File: config.mk
export PLATFORM = sky130hd
export DESIGN_NAME = text_overlay_ctrl_flat
export DESIGN_NICKNAME = d
export VERILOG_FILES = /design/src/rtl/text_overlay_pkg.sv /design/src/rtl/text_overlay_if.sv /design/src/rtl/cell_scan_counter.sv /design/src/rtl/text_overlay_ctrl.sv /design/src/flat_wrapper.sv
export SDC_FILE = /design/constraint.sdc
export NUM_CORES = 1
export LEC_CHECK = 0
export ABC_CLOCK_PERIOD_IN_PS = 12600
export CAP_MARGIN = 30
export CORE_MARGIN = 2
export CORE_UTILIZATION = 60
export CTS_BUF_LIST = sky130_fd_sc_hd__clkbuf_4
export DETAILED_ROUTE_END_ITERATION = 8
export GPL_TIMING_DRIVEN = 0
export PLACE_DENSITY = 0.81
export SLEW_MARGIN = 0
export SYNTH_ARGS = -nofsm -noshare
export SYNTH_HDL_FRONTEND = slang
export SYNTH_SLANG_ARGS = --single-unit
File: constraint.sdc
create_clock -name clk -period 12.6 [get_ports clk]
set_clock_uncertainty 0.15 [all_clocks]
set_input_delay 1.26 -clock clk [delete_from_list [all_inputs] [get_ports clk]]
set_output_delay 1.26 -clock clk [all_outputs]
set_load 0.01 [all_outputs]
File: src/rtl/text_overlay_pkg.sv
// Shared constants, commit FSM encoding and config sanitising helpers
// for the text overlay controller.
package text_overlay_pkg;

    localparam int CHAR_W    = 8;
    localparam int CHAR_H    = 8;
    localparam int MAX_CHARS = 16;
    localparam int IDX_W     = $clog2(MAX_CHARS);
    localparam int CODE_W    = 6;
    localparam int LEN_W     = IDX_W + 1;
    localparam int SCL_W     = 4;

    localparam logic [SCL_W-1:0] SCALE_MIN = SCL_W'(1);
    localparam logic [LEN_W-1:0] LEN_MAX   = LEN_W'(MAX_CHARS);

    typedef enum logic [1:0] {
        IDLE,
        ARMED,
        SWAP
    } commit_st_e;

    function automatic logic [SCL_W-1:0] fix_scale(input logic [SCL_W-1:0] s);
        return (s == '0) ? SCALE_MIN : s;
    endfunction

    function automatic logic [LEN_W-1:0] clamp_len(input logic [LEN_W-1:0] l);
        return (l > LEN_MAX) ? LEN_MAX : l;
    endfunction

endpackage

File: src/rtl/text_overlay_if.sv
// Label write / commit handshake into the overlay controller.
// cfg_blink is present only when TEXT_BLINK_EN is defined.
interface text_overlay_if;
    import text_overlay_pkg::*;

    logic              wr_en;
    logic [IDX_W-1:0]  wr_idx;
    logic [CODE_W-1:0] wr_code;
    logic [LEN_W-1:0]  cfg_len;
    logic [10:0]       cfg_origin_x;
    logic [9:0]        cfg_origin_y;
    logic [3:0]        cfg_scale_x;
    logic [3:0]        cfg_scale_y;
`ifdef TEXT_BLINK_EN
    logic              cfg_blink;
`endif
    logic              commit_req;
    logic              commit_ack;
    logic              busy;

    modport master (
        output wr_en, wr_idx, wr_code,
        output cfg_len, cfg_origin_x, cfg_origin_y,
        output cfg_scale_x, cfg_scale_y,
`ifdef TEXT_BLINK_EN
        output cfg_blink,
`endif
        output commit_req,
        input  commit_ack, busy
    );

    modport slave (
        input  wr_en, wr_idx, wr_code,
        input  cfg_len, cfg_origin_x, cfg_origin_y,
        input  cfg_scale_x, cfg_scale_y,
`ifdef TEXT_BLINK_EN
        input  cfg_blink,
`endif
        input  commit_req,
        output commit_ack, busy
    );

endinterface

File: src/rtl/cell_scan_counter.sv
// Steps sub-pixel / column / cell-x across one label line; outputs are the
// values for the pixel presented this cycle.
module cell_scan_counter
    import text_overlay_pkg::*;
(
    input  logic             clk,
    input  logic             rst,
    input  logic             valid_i,
    input  logic             start_i,
    input  logic [10:0]      origin_x_i,
    input  logic [3:0]       scale_x_i,
    input  logic [LEN_W-1:0] len_i,
    output logic             run_o,
    output logic [LEN_W-1:0] col_o,
    output logic [10:0]      cell_x_o
);

    logic [6:0]       span;
    logic [6:0]       sub_q, sub_d;
    logic [LEN_W-1:0] col_q;
    logic [10:0]      cx_q;
    logic             run_q;

    assign span = 7'(scale_x_i * CHAR_W);

    always_comb begin
        run_o    = 1'b0;
        col_o    = col_q;
        cell_x_o = cx_q;
        sub_d    = sub_q;
        if (start_i) begin
            run_o    = 1'b1;
            col_o    = '0;
            cell_x_o = origin_x_i;
            sub_d    = '0;
        end else if (run_q && valid_i) begin
            run_o = 1'b1;
            if (sub_q == span - 7'd1) begin
                sub_d    = '0;
                col_o    = col_q + LEN_W'(1);
                cell_x_o = cx_q + {4'b0, span};
            end else begin
                sub_d = sub_q + 7'd1;
            end
        end
    end

    // Scanning stops once the column walks past the label or video ends.
    always_ff @(posedge clk or posedge rst) begin
        if (rst) begin
            run_q <= 1'b0;
            col_q <= '0;
            sub_q <= '0;
            cx_q  <= '0;
        end else begin
            run_q <= run_o && (col_o < len_i);
            col_q <= col_o;
            sub_q <= sub_d;
            cx_q  <= cell_x_o;
        end
    end

endmodule

File: src/rtl/text_overlay_ctrl.sv
// Text overlay sequencer: shadow/active label buffers, frame-synchronous
// commit FSM and per-pixel glyph selection. Optional blink: TEXT_BLINK_EN.
module text_overlay_ctrl
    import text_overlay_pkg::*;
(
    input  logic                clk,
    input  logic                rst,
    text_overlay_if.slave       bus,
    input  logic                frame_start,
    input  logic [10:0]         vga_x,
    input  logic [9:0]          vga_y,
    input  logic                vga_valid,
    output logic                rend_enable,
    output logic [CODE_W+2:0]   char_addr_offset,
    output logic [10:0]         top_left_x,
    output logic [9:0]          top_left_y,
    output logic [3:0]          scale_x_o,
    output logic [3:0]          scale_y_o
);

    commit_st_e state_q, state_d;
    logic [MAX_CHARS-1:0][CODE_W-1:0] shadow_q, active_q;
    logic [LEN_W-1:0] sh_len_q, len_q;
    logic [10:0]      sh_ox_q, ox_q;
    logic [9:0]       sh_oy_q, oy_q;
    logic [3:0]       sh_sx_q, sx_q, sh_sy_q, sy_q;
    logic             ack_q, wr_ok, latch, swap;

    always_ff @(posedge clk or posedge rst) begin
        if (rst) state_q <= IDLE;
        else     state_q <= state_d;
    end

    always_comb begin
        state_d = state_q;
        wr_ok   = 1'b0;
        latch   = 1'b0;
        swap    = 1'b0;
        unique case (state_q)
            IDLE: begin
                wr_ok = bus.wr_en;
                latch = bus.commit_req;
                if (bus.commit_req) state_d = ARMED;
            end
            ARMED: if (frame_start) state_d = SWAP;
            SWAP: begin
                swap    = 1'b1;
                state_d = IDLE;
            end
            default: state_d = IDLE;
        endcase
    end

    assign bus.busy       = (state_q != IDLE);
    assign bus.commit_ack = ack_q;

    always_ff @(posedge clk or posedge rst) begin
        if (rst) begin
            shadow_q <= '0;
            active_q <= '0;
            sh_len_q <= '0;
            len_q    <= '0;
            sh_ox_q  <= '0;
            ox_q     <= '0;
            sh_oy_q  <= '0;
            oy_q     <= '0;
            sh_sx_q  <= SCALE_MIN;
            sx_q     <= SCALE_MIN;
            sh_sy_q  <= SCALE_MIN;
            sy_q     <= SCALE_MIN;
            ack_q    <= 1'b0;
        end else begin
            ack_q <= swap;
            if (wr_ok) shadow_q[bus.wr_idx] <= bus.wr_code;
            if (latch) begin
                sh_len_q <= clamp_len(bus.cfg_len);
                sh_ox_q  <= bus.cfg_origin_x;
                sh_oy_q  <= bus.cfg_origin_y;
                sh_sx_q  <= fix_scale(bus.cfg_scale_x);
                sh_sy_q  <= fix_scale(bus.cfg_scale_y);
            end
            if (swap) begin
                active_q <= shadow_q;
                len_q    <= sh_len_q;
                ox_q     <= sh_ox_q;
                oy_q     <= sh_oy_q;
                sx_q     <= sh_sx_q;
                sy_q     <= sh_sy_q;
            end
        end
    end

    logic blank;
`ifdef TEXT_BLINK_EN
    logic       sh_blink_q, blink_q;
    logic [5:0] frame_cnt_q;

    always_ff @(posedge clk or posedge rst) begin
        if (rst) begin
            sh_blink_q  <= 1'b0;
            blink_q     <= 1'b0;
            frame_cnt_q <= '0;
        end else begin
            if (frame_start) frame_cnt_q <= frame_cnt_q + 6'd1;
            if (latch)       sh_blink_q  <= bus.cfg_blink;
            if (swap)        blink_q     <= sh_blink_q;
        end
    end

    assign blank = blink_q && frame_cnt_q[5];
`else
    assign blank = 1'b0;
`endif

    logic [10:0]      band_hi, cell_x;
    logic [LEN_W-1:0] col;
    logic             band, start, run, lit;

    assign band_hi = {1'b0, oy_q} + 11'(sy_q * CHAR_H);
    assign band    = (vga_y >= oy_q) && ({1'b0, vga_y} < band_hi);
    assign start   = vga_valid && band && (vga_x == ox_q);

    cell_scan_counter u_scan (
        .clk        (clk),
        .rst        (rst),
        .valid_i    (vga_valid),
        .start_i    (start),
        .origin_x_i (ox_q),
        .scale_x_i  (sx_q),
        .len_i      (len_q),
        .run_o      (run),
        .col_o      (col),
        .cell_x_o   (cell_x)
    );

    assign lit = run && band && (col < len_q) && !blank;

    logic              rend_q;
    logic [CODE_W+2:0] off_q;
    logic [10:0]       tlx_q;
    logic [9:0]        tly_q;
    logic [3:0]        sxo_q, syo_q;

    always_ff @(posedge clk or posedge rst) begin
        if (rst) begin
            rend_q <= 1'b0;
            off_q  <= '0;
            tlx_q  <= '0;
            tly_q  <= '0;
            sxo_q  <= '0;
            syo_q  <= '0;
        end else begin
            rend_q <= lit;
            off_q  <= lit ? {active_q[col[IDX_W-1:0]], 3'b000} : '0;
            tlx_q  <= lit ? cell_x : ox_q;
            tly_q  <= oy_q;
            sxo_q  <= sx_q;
            syo_q  <= sy_q;
        end
    end

    assign rend_enable      = rend_q;
    assign char_addr_offset = off_q;
    assign top_left_x       = tlx_q;
    assign top_left_y       = tly_q;
    assign scale_x_o        = sxo_q;
    assign scale_y_o        = syo_q;

endmodule

File: src/flat_wrapper.sv
// flat-port wrapper written by rule: the top's interface ports become plain ports
module text_overlay_ctrl_flat import text_overlay_pkg::*;
  (clk, rst, frame_start, vga_x, vga_y, vga_valid, rend_enable, char_addr_offset, top_left_x, top_left_y, scale_x_o, scale_y_o, bus_wr_en, bus_wr_idx, bus_wr_code, bus_cfg_len, bus_cfg_origin_x, bus_cfg_origin_y, bus_cfg_scale_x, bus_cfg_scale_y, bus_commit_req, bus_commit_ack, bus_busy);
  text_overlay_if bus_i ();
  input  logic clk;
  input  logic rst;
  input  logic frame_start;
  input  logic [10:0] vga_x;
  input  logic [9:0] vga_y;
  input  logic vga_valid;
  output logic rend_enable;
  output logic [CODE_W+2:0] char_addr_offset;
  output logic [10:0] top_left_x;
  output logic [9:0] top_left_y;
  output logic [3:0] scale_x_o;
  output logic [3:0] scale_y_o;
  input wire logic [$bits(bus_i.wr_en)-1:0] bus_wr_en;
  input wire logic [$bits(bus_i.wr_idx)-1:0] bus_wr_idx;
  input wire logic [$bits(bus_i.wr_code)-1:0] bus_wr_code;
  input wire logic [$bits(bus_i.cfg_len)-1:0] bus_cfg_len;
  input wire logic [$bits(bus_i.cfg_origin_x)-1:0] bus_cfg_origin_x;
  input wire logic [$bits(bus_i.cfg_origin_y)-1:0] bus_cfg_origin_y;
  input wire logic [$bits(bus_i.cfg_scale_x)-1:0] bus_cfg_scale_x;
  input wire logic [$bits(bus_i.cfg_scale_y)-1:0] bus_cfg_scale_y;
  input wire logic [$bits(bus_i.commit_req)-1:0] bus_commit_req;
  output wire logic [$bits(bus_i.commit_ack)-1:0] bus_commit_ack;
  output wire logic [$bits(bus_i.busy)-1:0] bus_busy;
  assign bus_i.wr_en = bus_wr_en;
  assign bus_i.wr_idx = bus_wr_idx;
  assign bus_i.wr_code = bus_wr_code;
  assign bus_i.cfg_len = bus_cfg_len;
  assign bus_i.cfg_origin_x = bus_cfg_origin_x;
  assign bus_i.cfg_origin_y = bus_cfg_origin_y;
  assign bus_i.cfg_scale_x = bus_cfg_scale_x;
  assign bus_i.cfg_scale_y = bus_cfg_scale_y;
  assign bus_i.commit_req = bus_commit_req;
  assign bus_commit_ack = bus_i.commit_ack;
  assign bus_busy = bus_i.busy;
  text_overlay_ctrl u_core (.clk(clk), .rst(rst), .bus(bus_i), .frame_start(frame_start), .vga_x(vga_x), .vga_y(vga_y), .vga_valid(vga_valid), .rend_enable(rend_enable), .char_addr_offset(char_addr_offset), .top_left_x(top_left_x), .top_left_y(top_left_y), .scale_x_o(scale_x_o), .scale_y_o(scale_y_o));
endmodule
# Yosys cells after proc, flatten, opt, wreduce, memory -nomap -nowiden
# Cells that the tools add are included.
[word_totals]
regBits = 326
input_bits = 71
output_inout_bits = 41
[classes]
reduce_logical = 14
n_addsub = 5
muxes = 27
order_cmp = 7
eq_ne = 6
[ops]
columns = ["cell", "n"]
rows = [
  ["96-bit bitwise mux", 1],
  ["11-bit 2-to-1 mux", 4],
  ["6-bit binary-select mux with 4-bit select", 1],
  ["6-bit demux with 4-bit select", 1],
  ["7-bit 2-to-1 mux", 3],
  ["5-bit 2-to-1 mux", 4],
  ["6-bit 2-to-1 mux", 2],
  ["10-bit by 7-bit adder with 11-bit output", 1],
  ["11-bit by 7-bit adder with 11-bit output", 1],
  ["11-bit == test", 1],
  ["10-bit by 11-bit < comparator with 1-bit output", 1],
  ["10-bit greater-or-equal comparator", 1],
  ["4-bit by 5-bit < comparator with 1-bit output, second input constant", 2],
  ["9-bit 2-to-1 mux", 1],
  ["1-bit logical AND", 8],
  ["4-bit zero test", 2],
  ["4-bit 2-to-1 mux", 2],
  ["7-bit by 1-bit adder with 7-bit output, second input constant", 1],
  ["7-bit == test", 1],
  ["7-bit by 1-bit subtractor with 7-bit output, second input constant", 1],
  ["5-bit by 1-bit adder with 5-bit output, second input constant", 1],
  ["5-bit greater-than comparator, second input constant", 1],
  ["5-bit < comparator", 1],
  ["1-bit 2-to-1 mux", 5],
  ["9 further kinds", 12],
]

# Depth between registers and ports, before layout
[depth]
word_depth = 9
ltp_mapped = 21
depth_no_buf = 19

# Cells and area by module
# A second synthesis with hierarchy kept.
[unflattened]
hier_cells = 1047
area_unflattened_um2 = 14047.2
[by_module_without_submodules]
columns = ["mod", "area_each_um2", "instances", "cells_each", "seq_area_each_um2"]
rows = [
  ["text_overlay_ctrl", 12515.8, 1, 881, 7487.2],
  ["cell_scan_counter", 1531.5, 1, 166, 600.6],
]

# Worst setup path before layout
# Ideal clock, no wire load.
[synth_path]
path_type = "input to register"
from = "input port vga_y[6]"
to = "register u_core.tlx_q[5], in the netlist u_core.top_left_x[5]"
setup_time_ps = 128
n_path_buf = 3
stages = 16
arrival_time_ps = 4486
path_slack_ps = 7837
required_time_ps = 12322
cell_sequence = "ha_1 a21oi_1 o21ai_0 o2111ai_1 a32o_1 or3b_2 clkbuf_1 and2_1 clkbuf_1 ha_1 a21o_1 a21oi_1 nand4_1 inv_2 buf_2 mux2_1"
[synth_via]
elab_chain_len = 8
word_cells_on_any_way = 12
classes_between = "3 x order compare; 4 x mux; 5 x reduce/logical"
[synth_lines]
columns = ["item", "line_no", "source"]
rows = [
  ["from (decl)", "flat_wrapper.sv:9", "input logic [9:0] vga_y;"],
  ["10-bit by 11-bit < comparator with 1-bit output or 10-bit greater-or-equal comparator (tied branches)", "text_overlay_ctrl.sv:120", "assign band = (vga_y >= oy_q) && ({1'b0, vga_y} < band_hi);"],
  ["1-bit logical AND (*)", "text_overlay_ctrl.sv:120", ""],
  ["1-bit logical AND (*) (2 in series)", "text_overlay_ctrl.sv:121", "assign start = vga_valid && band && (vga_x == ox_q);"],
  ["5-bit 2-to-1 mux (*)", "cell_scan_counter.sv:31", "if (start_i) begin"],
  ["via u_core.col[3]", "text_overlay_ctrl.sv:116", "logic [LEN_W-1:0] col;"],
  ["5-bit < comparator (*)", "text_overlay_ctrl.sv:136", "assign lit = run && band && (col < len_q) && !blank;"],
  ["1-bit logical AND (*)", "text_overlay_ctrl.sv:136", ""],
  ["via u_core.lit", "text_overlay_ctrl.sv:117", "logic band, start, run, lit;"],
  ["11-bit 2-to-1 mux (*)", "text_overlay_ctrl.sv:155", "tlx_q <= lit ? cell_x : ox_q;"],
  ["to (signal assigned)", "text_overlay_ctrl.sv:155", ""],
  ["to (decl)", "text_overlay_ctrl.sv:140", "logic [10:0] tlx_q;"],
]
# The timed path passes the listed nets; every way through them passes the cells marked *.
# A chain may end at the register's enable or synchronous reset.

# Worst setup path after layout
[layout_path]
from = "register u_core.oy_q[3]"
to = "register u_core.tlx_q[9], in the netlist u_core.top_left_x[9]"
[layout_via]
elab_chain_len = 9
word_cells_on_any_way = 13
classes_between = "1 x add/sub; 3 x order compare; 4 x mux; 5 x reduce/logical"
[layout_lines]
columns = ["item", "line_no", "source"]
rows = [
  ["from (decl)", "text_overlay_ctrl.sv:25", "logic [9:0] sh_oy_q, oy_q;"],
  ["from (signal assigned)", "text_overlay_ctrl.sv:86", "oy_q <= sh_oy_q;"],
  ["10-bit by 7-bit adder with 11-bit output", "text_overlay_ctrl.sv:119", "assign band_hi = {1'b0, oy_q} + 11'(sy_q * CHAR_H);"],
  ["10-bit by 11-bit < comparator with 1-bit output", "text_overlay_ctrl.sv:120", ""],
  ["1-bit logical AND (*)", "text_overlay_ctrl.sv:120", ""],
  ["1-bit logical AND (*) (2 in series)", "text_overlay_ctrl.sv:121", ""],
  ["5-bit 2-to-1 mux (*)", "cell_scan_counter.sv:31", ""],
  ["via u_core.col[1]", "text_overlay_ctrl.sv:116", ""],
  ["5-bit < comparator (*)", "text_overlay_ctrl.sv:136", ""],
  ["1-bit logical AND (*)", "text_overlay_ctrl.sv:136", ""],
  ["via u_core.lit", "text_overlay_ctrl.sv:117", ""],
  ["11-bit 2-to-1 mux (*)", "text_overlay_ctrl.sv:155", ""],
]
# Marked as above.

==> qor.csv <==
stage;metric;value;unit
run_status;outcome;complete, no violations;
clock_network;clock_latency;0.73;ns
sta;slew-limit-headroom;37.3;%
worst_setup_path;max_stage_delay;0.72;ns
placement;dp_hpwl;23.0;mm
sta;setup_ws;6.51;ns
floorplan;die-width;157;microns
sta;finalCriticalPeriod;6.09;ns
layout;layout_common_cells;498 x nand2_1, 319 x dfrtp_1, 127 x clkbuf_4, 108 x mux2_2, 106 x clkdlybuf4s50_1;
clock_network;cts_tree;yes;
worst_setup_path;worstPathArrival;6.52;ns
sta;tns;0;ns
detailed_routing;drc;0;
sta;maxSlewViolCount;0;
synth;ys_types;52;
power_and_ir_drop;leakagePower;8.39;nW
detailed_routing;wl_met2;15.8;mm
min_path;holdCritStartpoint;u_core.oy_q[2];
synth;synthArstFlopShare;100;%
layout;multi_input_area;5540;sq um
synth;synth_area;14000;sq um
placement;dp_slack;6.25;ns
clock_network;cts.repair.resized;0;
worst_setup_path;crit_type;reg -> reg;
sta;setup_viol;0;
detailed_routing;dr.pass1.iters;6;
min_path;hp-class;reg -> reg;
layout;nets;1638;
detailed_routing;drt_wl_total;33.2;mm
floorplan;ioPinCount;112;
clock_network;htreeDepth;3;
synth;ys_ff_latch;323;
worst_setup_path;crit_chain;ha_1 > fa_1 > nand2_1 > nand2_1 > a21oi_1 > nand2b_1 > xnor2_1 > ha_1 > o2111ai_1 > a32o_1 > or3b_2 > clkbuf_1 > clkinv_1 > nor2_1 > ha_1 > o21a_1 > o2111ai_1 > nand4_1 > inv_2 > buf_2 > mux2_1;
sta;max_freq;164;MHz
worst_setup_path;cp_common_cell;ha_1;
synth;synth_enable_flop_cells;0;
floorplan;die_area;24600;sq um
layout;area_delta_synth_final;18.5;%
layout;seq_area;8090;sq um
synth;synthFlopType;dfrtp_1;
detailed_routing;drt_first_iter_violations;850;
synth;synth_top_area_cell;dfrtp_1;
grt;grt-ovfl-total;0;
sta;post-route-period-util;48.4;%
synth;ys_seq_area_share;57.8;%
worst_setup_path;required;13.03;ns
layout;final_common_cell;nand2_1;
detailed_routing;dr_wl_met3;2.36;mm
worst_setup_path;crit_fanout;10;
layout;fillers;1623;
detailed_routing;met1Wirelength;14.1;mm
sta;rsz0062_at_grt;no;
run;cap_violations;0;
detailed_routing;avgViaCountPerCell;5.46;
synth;synth-warning-count;0;
detailed_routing;highest_layer;met4;
clock_network;cts_buffers;82;
worst_setup_path;cp-end-kind;register;
worst_setup_path;r2r_setup_slack;6.51;ns
grt;grt_use_total;28.3;%
min_path;hold_depth;0;
synth;syn-mean-instance-area;10.5;sq um
worst_setup_path;cp-start-kind;register;
detailed_routing;vias;10390;
detailed_routing;wl_per_cell;17.5;microns
grt;grt_antenna_before_repair;1;
clock_network;holdBufCountCts;0;
clock_network;cts_buffer_depth;3;
grt;grt_pass1_vias;10442;
clock_network;clock_sinks;323;
sta;tightest_slew;0.933;ns
placement;port_buffers;106;
worst_setup_path;crit_buf_inv;4;
synth;synth_top_area_share;57.0;%
worst_setup_path;r2r-start;u_core.oy_q[3];
synth;synth_area_leaders;dfrtp_1 57%, nand2_1 13%, mux2_2 8.7%, mux2i_1 2.9%, ha_1 2.9%;
floorplan;rows;55;
floorplan;core-area;22800;sq um
power_and_ir_drop;power_density;197;nW/um^2
worst_setup_path;cp_slowest_cell;nor2_1;
grt;grt_max_degree;138;
clock_network;cts_root_buf;clkbuf_4;
floorplan;start_util;61.4;%
clock_network;clk_pin_slew_worst_paths;0.07;ns
detailed_routing;final_antenna_net_count;0;
power_and_ir_drop;vdd_drop_max;0.108;mV
sta;hold_viol;0;
worst_setup_path;crit_family;simple AND/OR/NAND/NOR gates;
worst_setup_path;worstReg2RegEnd;u_core.top_left_x[9];
clock_network;cts_setup_buffers;0;
grt;grt_pass1_wl;53.3;mm
placement;place_congestion;0.871;
layout;drive_above_1_share;16.6;%
synth;syn_inst;1339;
min_path;hold_end;u_core.top_left_y[2];
floorplan;die_y;157;microns
worst_setup_path;r2r_cells;21;
## sequential cells by signal (all words and copies together), names as in the netlist, 10 cells and up
name                cells
u_core.top_left_x      11
u_core.sh_oy_q         10
u_core.sh_ox_q         11
u_core.u_scan.cx_q     11
u_core.oy_q            10
u_core.active_q        96
u_core.ox_q            11
u_core.top_left_y      10
u_core.shadow_q        96
## logic make-up after synthesis
logic type                 Yosys count  synth area share [%]
AOI/OAI and AO/OA                  100                  4.52
buffers and inverters               95                  2.67
xor gates and xnor gates            35                  2.24
adders and majority gates           34                  3.15
other                                1                0.0268
DFF                                323                  57.8
and+or+nand+nor                    595                  17.3
muxes                              156                  12.3
## synth_stat cells (8+ instances only)
cell	instances
ha_1	32
xnor2_1	26
mux2i_1	41
clkbuf_1	48
xor2_1	8
nand2_1	498
mux2_2	108
a211oi_1	8
nor2_1	31
o22ai_1	8
nor2b_1	10
dfrtp_1	319
nor3_1	8
inv_1	30
o21ai_0	24
nand4_1	10
a21oi_1	29
## cell type report
class	count	share of cell area, %
diodes	1	0.0151
plain buffers	61	1.49
clock buffers	127	5.75
clock inverters	12	0.679
inverters	34	0.815
multi-input cells	923	33.4
flip-flops and latches	323	48.8
well taps	313	2.36
repair buffers	108	6.73
## metal layers
layer  up-vias  GRT usage (%)
met5         -              0
met4         0           11.9
met3        88           5.51
met2       401           45.8
met1      5060           37.7
li1       4841              -
## how the worst max path moves through the flow
stage          slack, ns           start  cells past startpoint              endpoint
2_1_floorplan       2.26             rst                      1    u_core.active_q[0]
3_3_place_gp       -1.14             rst                      2  u_core.top_left_x[0]
3_5_place_dp        6.25        vga_y[6]                     17  u_core.top_left_x[9]
4_1_cts             6.61  u_core.oy_q[3]                     21  u_core.top_left_x[9]
5_1_grt             6.22  u_core.oy_q[3]                     21  u_core.top_left_x[9]
6_report            6.51  u_core.oy_q[3]                     21  u_core.top_left_x[9]
## power by group
part           switching (mW)  total (mW)  internal [mW]
Sequential              0.195        1.56           1.37
Clock                   0.414       0.910          0.496
Combinational           0.404       0.795          0.391
## worst register-to-register path, delay by kind of cell (launching register included)
kind / cells / cell delay, ns
AND/OR/NAND/NOR: 6 / 1.54
adder cells (fa/ha/maj): 4 / 1.31
buffers and inverters: 4 / 1.15
AO/OA/AOI/OAI: 5 / 0.97
flip-flops: 1 / 0.40
multiplexers: 1 / 0.36
XOR/XNOR: 1 / 0.07
## per-stage QoR
step / power (mW) / cell area (sq um) / utilization (%) / hold WS, ns / cells
final: 3.27 / 16600 / 72.8 / 0.236 / 1902
after global routing: 3.48 / 16600 / 72.8 / 0.237 / 1902
after CTS: 3.29 / 16600 / 72.8 / 0.229 / 1901
after detailed placement: 2.37 / 15500 / 68.1 / 0.222 / 1762
after global placement: 2.32 / 15500 / 67.8 / 0.212 / 1760
after floorplan: 2.06 / 14000 / - / 0.204 / 1341
Note: power is estimated with default switching activity, not from simulation.
